[config.mk]
export PLATFORM = sky130hd
export DESIGN_NAME = pool_reader
export DESIGN_NICKNAME = d
export VERILOG_FILES = /design/src/rtl/pool_reader.sv
export SDC_FILE = /design/constraint.sdc
export NUM_CORES = 1
export LEC_CHECK = 0
export CORE_MARGIN = 5
export CORE_UTILIZATION = 40
export CTS_CLUSTER_DIAMETER = 50
export DETAILED_ROUTE_END_ITERATION = 6
export PLACE_DENSITY = 0.72
export SLEW_MARGIN = 20
export SYNTH_ARGS = -nofsm -noshare
export SYNTH_HDL_FRONTEND = slang
export SYNTH_SLANG_ARGS = --single-unit
[constraint.sdc]
create_clock -name clk -period 4.75 [get_ports clk]
set_clock_uncertainty 0.2 [all_clocks]
set_input_delay 0.95 -clock clk [delete_from_list [all_inputs] [get_ports clk]]
set_output_delay 0.95 -clock clk [all_outputs]
set_load 0.02 [all_outputs]
[src/rtl/pool_reader.sv]
// pool_reader: walks the pooled 14x14 locations of the conv result file and
// streams the eight channel pixels of each location as one 64-bit beat.
module pool_reader #(
    parameter int IMG_W  = 28,
    parameter int POOL_W = 14,
    parameter int ADDR_W = 10,
    parameter int DATA_W = 8
) (
    input  logic                clk,
    input  logic                rst,
    input  logic                start,
    output logic                busy,
    output logic                done,
    output logic                addr_gen,
    output logic [ADDR_W-1:0]   addr,
    input  logic [DATA_W-1:0]   pixel0,
    input  logic [DATA_W-1:0]   pixel1,
    input  logic [DATA_W-1:0]   pixel2,
    input  logic [DATA_W-1:0]   pixel3,
    input  logic [DATA_W-1:0]   pixel4,
    input  logic [DATA_W-1:0]   pixel5,
    input  logic [DATA_W-1:0]   pixel6,
    input  logic [DATA_W-1:0]   pixel7,
    output logic                out_valid,
    input  logic                out_ready,
    output logic [8*DATA_W-1:0] out_data,
    output logic [7:0]          out_index,
    output logic                out_last
);
    localparam int COL_W = $clog2(POOL_W);
    typedef enum logic [2:0] {IDLE, ISSUE, WAIT, HOLD, DONE} state_t;
    state_t r_state, w_next;
    logic [ADDR_W-1:0] r_row_base, r_col_off;
    logic [COL_W-1:0]  r_col;
    logic              w_fire, w_final;
    assign w_fire   = out_valid && out_ready;
    assign w_final  = out_index == 8'(POOL_W*POOL_W-1);
    assign busy     = r_state inside {ISSUE, WAIT, HOLD};
    assign done     = r_state == DONE;
    assign addr_gen = r_state == ISSUE;
    assign addr     = addr_gen ? r_row_base + r_col_off : '0;
    always_ff @(posedge clk or posedge rst) begin
        if (rst) r_state <= IDLE;
        else r_state <= w_next;
    end
    always_comb begin
        w_next = r_state;
        case (r_state)
            IDLE:    w_next = start ? ISSUE : IDLE;
            ISSUE:   w_next = WAIT;
            WAIT:    w_next = HOLD;
            HOLD:    w_next = w_fire ? (w_final ? DONE : ISSUE) : HOLD;
            DONE:    w_next = IDLE;
            default: w_next = IDLE;
        endcase
    end
    // Address walks row_base (+2*IMG_W per pooled row) plus col_off (+2 per column).
    always_ff @(posedge clk or posedge rst) begin
        if (rst) begin
            r_row_base <= '0;
            r_col_off  <= '0;
            r_col      <= '0;
            out_index  <= '0;
            out_valid  <= 1'b0;
            out_data   <= '0;
            out_last   <= 1'b0;
        end else begin
            if (r_state == IDLE && start) begin
                r_row_base <= '0;
                r_col_off  <= '0;
                r_col      <= '0;
                out_index  <= '0;
            end
            if (r_state == WAIT) begin
                out_valid <= 1'b1;
                out_data  <= {pixel7, pixel6, pixel5, pixel4, pixel3, pixel2, pixel1, pixel0};
                out_last  <= w_final;
            end
            if (r_state == HOLD && w_fire) begin
                out_valid <= 1'b0;
                out_last  <= 1'b0;
                if (!w_final) begin
                    out_index  <= out_index + 8'd1;
                    r_col      <= r_col == COL_W'(POOL_W-1) ? '0 : r_col + COL_W'(1);
                    r_col_off  <= r_col == COL_W'(POOL_W-1) ? '0 : r_col_off + ADDR_W'(2);
                    r_row_base <= r_col == COL_W'(POOL_W-1) ? r_row_base + ADDR_W'(2*IMG_W) : r_row_base;
                end
            end
        end
    end
endmodule

* After elaboration in Yosys (flattened, before gate mapping) *
Cells that the tools add are included.

storage, ports and cells
  memory bits (read-only) = 0
  bits in registers = 101
  output and inout bits = 87
  bits in latches = 0
  logic and storage cells = 50
  input bits = 68
  memories = 0
  memory bits (writable) = 0

operators by class
  equal/unequal tests = 7
  mux-type cells = 24
  shift operators = 0
  $mul = 0
  add/sub/neg operators = 5
  reductions and logical operators = 6
  magnitude comparators = 0
  divide/modulo/power cells = 0
  bitwise gates (word level) = 0

operator list
  operator               number
  $mux 10                9
  $mux 8                 3
  $mux 4                 4
  $pmux 3 s4             1
  $add 10x10->10         1
  $add 10x2->10 const B  1
  $add 10x6->10 const B  1
  $add 8x1->8 const B    1
  $eq 8x8->1 const B     1
  $eq 3x2->1 const B     2
  $mux 3                 2
  $mux 1                 5
  $add 4x1->4 const B    1
  $eq 4x4->1 const B     1
  $eq 3x1->1 const B     1
  $eq 3x3->1 const B     1
  $logic_and 1x1->1      3
  $logic_not 3->1        1
  $ne 3x2->1 const B     1
  $reduce_bool 3->1      1
  $reduce_bool 2->1      1

* Longest topological paths before layout *
  depth in word-level cells = 5
  gate-level depth with buffers = 8
  gate-level depth less buffers = 8

* Worst setup path after synthesis *
No wires, ideal clock.

  path type = reg-to-output
  start point = register r_col_off[2]
  end point = output addr[8]
  data required time = 3.600 ns
  path buffers = 0
  cell stages (with the launch flop) = 7
  data arrival time = 2.084 ns
  slack = 1.516 ns
  path through = dfrtp_1 ha_1 nor2b_1 o31a_1 o41a_1 o21ai_0 nor3b_1

between the ends
  word-level cells in the longest chain between the ends = 2

RTL lines
  what                      RTL line  text
  start: declaration        33        logic [ADDR_W-1:0] r_row_base, r_col_off;
  start signal: assignment  85        r_col_off <= r_col == COL_W'(POOL_W-1) ? '0 : r_col_off + ADDR_W'(2);
  $add 10x10->10            41        assign addr = addr_gen ? r_row_base + r_col_off : '0;
  $mux 10                   41
  end: declaration          15        output logic [ADDR_W-1:0] addr,

No other way between the ends.

* Worst setup path after layout *
  start point = register r_row_base[0]
  end point = output addr[8]

between the ends
  word-level cells in the longest chain between the ends = 2

RTL lines
  what                      RTL line  text
  start: declaration        33
  start signal: assignment  86        r_row_base <= r_col == COL_W'(POOL_W-1) ? r_row_base + ADDR_W'(2*IMG_W) : r_row_base;
  $add 10x10->10            41
  $mux 10                   41

No other way between the ends.

==> impl_metrics.yaml <==
run_status:
  status: "finished clean"
sta:
  fin_tns_setup_ns: 0
  fin_crit_sh_pct: 83.90
  setup_viol: 0
  fmax_ghz: 0.2509
  worst_slew_pin_slew_ns: 0.8014
  rsz0062_at_grt: "no"
  hold_ws_ns: 0.2735
  period_minus_slack_ns: 3.985
  finalMaxSlewViolations: 0
  max_slew_margin_pct: 46.57
  hold_viol_final: 0
min_path:
  hp-class: "reg2reg"
  worstHoldEndpoint: "out_data[37]"
  hold_depth: 2
  hp-start: "out_data[37]"
global_route:
  grt_start_max_net_pins: 68
  grt-ovfl-total: 0
  grtUsageTotal_pct: 19.32
  antenna_found_initial: 0
  grt_pass1_wl_microns: 20750
  first_global_vias: 4246
synth:
  synthTopCellsByArea: "dfrtp_1 (55%), nand2_1 (18%), ha_1 (3.3%)"
  synth_seq_cells: 101
  syn_area_per_cell_sq_um: 8.907
  yosysTopAreaCell: "dfrtp_1"
  synthMostInstantiatedCell: "nand2_1"
  synth_commonest_cells: "nand2_1 (218), dfrtp_1 (101), o21ai_0 (28), nor2_1 (18), a21oi_1 (17)"
  syn_inst: 514
  synth_nets: 595
  synth_top_area_share_pct: 55.21
  yosysSeqAreaShare_pct: 55.21
  synth-async-reset-ratio_pct: 100.0
  synth_cell_types: 44
  netlist_area_sq_mm: 0.004578
  ys_warn_count: 0
  synth_edf_count: 0
  synth_top_flop_cell: "dfrtp_1"
clock_tree:
  clk_pin_slew_worst_paths_ns: 0.06
  tritoncts: "done"
  hold_buffers: 0
  htreeDepth: 3
  cts_root_buf: "clkbuf_16"
  clkSinkCount: 101
  cts_resized: 0
  clk_latency_ns: 0.34
  cts_setup_buffers: 0
  numCtsBuffers: 9
  cts_max_path_buffers: 2
job:
  max_cap_viol_count: 0
setup_path:
  cp.required_ns: 3.60
  cp.arrival_ns: 2.84
  reg2reg_from: "out_index[0]"
  path_cells: "ha_1 > inv_1 > fa_1 > nor2b_1 > o31a_1 > o41a_1 > o21ai_0 > nor3b_1 > clkdlybuf4s50_1"
  r2r_cells: 6
  criticalPathCategory: "reg2out"
  slowest_delay_ns: 0.63
  r2r-end: "r_row_base[3]"
  cp_max_fo: 3
  worst_path_max_delay_cell: "clkdlybuf4s50_1"
  critical_path.endpoint_type: "output port"
  r2r_slack_ns: 1.97
  critPathLaunchType: "flop"
power_and_ir_drop:
  vdd_drop_max_v: 0.0003661
  p_leak_nw: 3.087
  power_density_mw_per_mm2: 604.6
cells_and_area:
  syn2layout_area_growth_pct: 42.66
  nNetsFinal: 743
  nFillCells: 985
  drive_gt1_share_pct: 4.204
  antennaDiodeCount: 0
floorplan:
  placeableCoreArea_sq_mm: 0.01132
  die_x_microns: 117.0
  dieArea_sq_mm: 0.01368
  initial_core_util_pct: 40.44
  die_h_microns: 117.0
  ios: 155
  row_count: 39
drt:
  detail-route-antenna-nets: 0
  routedWlPerCell_microns: 15.36
  firstDrtPassIters: 4
  viasPerCell: 4.970
  drt_iter0_drc: 146
  route.detailed.drc: 0
  vias: 4021
  routed_wl_microns: 12430
place:
  io_buffers: 154
  hpwl_microns: 9077
  finalWeightedCongestion: 0.8853
==> layout make-up <==
| cell class | count | area, sq um | area share (%) |
|---|---|---|---|
| Sequential cell | 101 | 2527 | 38.70 |
| Multi-Input combinational cell | 379 | 1919 | 29.39 |
| Timing Repair Buffer | 159 | 1579 | 24.18 |
| Clock buffer | 14 | 274.0 | 4.195 |
| Tap cell | 143 | 178.9 | 2.739 |
| Inverter | 12 | 47.55 | 0.7280 |
| Clock inverter | 1 | 5.005 | 0.07663 |
==> worst max-delay path, delay by kind of cell, from the launching register on <==
family	cells	cell delay, ns
DFF	1	0.38
and+or+nand+nor	2	0.26
adders and majority gates	2	0.40
AOI/OAI and AO/OA	3	0.76
buffers and inverters	2	0.70
==> through the flow <==
stage | util [%] | total power [mW] | worst slack (ns) | instance area, sq um | instances
2_1_floorplan | - | 2.411 | 0.9529 | 4578 | 514
3_3_place_gp | 55.21 | 3.235 | 1.170 | 6250 | 794
3_5_place_dp | 55.23 | 3.282 | 1.132 | 6252 | 794
4_1_cts | 57.69 | 3.996 | 0.7473 | 6531 | 809
5_1_grt | 57.69 | 4.246 | 0.4931 | 6531 | 809
6_report | 57.69 | 3.949 | 0.7645 | 6531 | 809
==> power by group <==
group	internal [mW]	switching, mW	total, mW
sequential	1.19	0.220	1.41
clock	0.395	0.300	0.695
combinational	0.798	1.05	1.85
total	2.38	1.57	3.95
==> cells by family after synthesis <==
group / count (synthesis) / share of synthesized area, %
AOI/OAI and AO/OA: 72 / 9.647
and+or+nand+nor: 284 / 26.29
xor gates and xnor gates: 6 / 1.148
muxes: 4 / 0.9019
DFF: 101 / 55.21
adders and majority gates: 13 / 3.717
buffers and inverters: 34 / 3.088
==> worst max-delay path by stage <==
| stage | depth (start not counted) | to | start |
|---|---|---|---|
| floorplan | 1 | out_data[0] | rst |
| global placement | 7 | addr[9] | r_row_base[3] |
| detailed placement | 9 | addr[8] | r_row_base[0] |
| CTS | 9 | addr[8] | r_row_base[0] |
| global route | 9 | addr[8] | r_row_base[0] |
| finish | 9 | addr[8] | r_row_base[0] |
==> state kept, by name, summed over array words and instances (netlist names) <==
register    flops
out_data       64
out_index       8
out_last        1
out_valid       1
r_col           4
r_col_off      10
r_row_base     10
r_state         3
==> layer usage <==
metal / global-route usage [%] / part of all wire [%]
met3: 10.28 / 12
met5: 0 / 0
met1: 22.52 / 40
met2: 30.38 / 46
met4: 7.034 / 1.8
==> layout by cell type, fill, tap and decap left out, drive strengths merged, types with 5 or more instances in the layout <==
cell type | netlist | layout
a21oi | 17 | 17
and3 | 7 | 7
buf | 9 | 5
clkbuf | 13 | 14
clkdlybuf4s50 | 0 | 154
dfrtp | 101 | 101
ha | 12 | 12
inv | 12 | 12
nand2 | 218 | 218
nand3 | 6 | 6
nand4 | 6 | 6
nor2 | 18 | 18
nor2b | 5 | 5
nor3 | 10 | 10
o21ai | 31 | 31
Power figures use the tool's default switching activity.
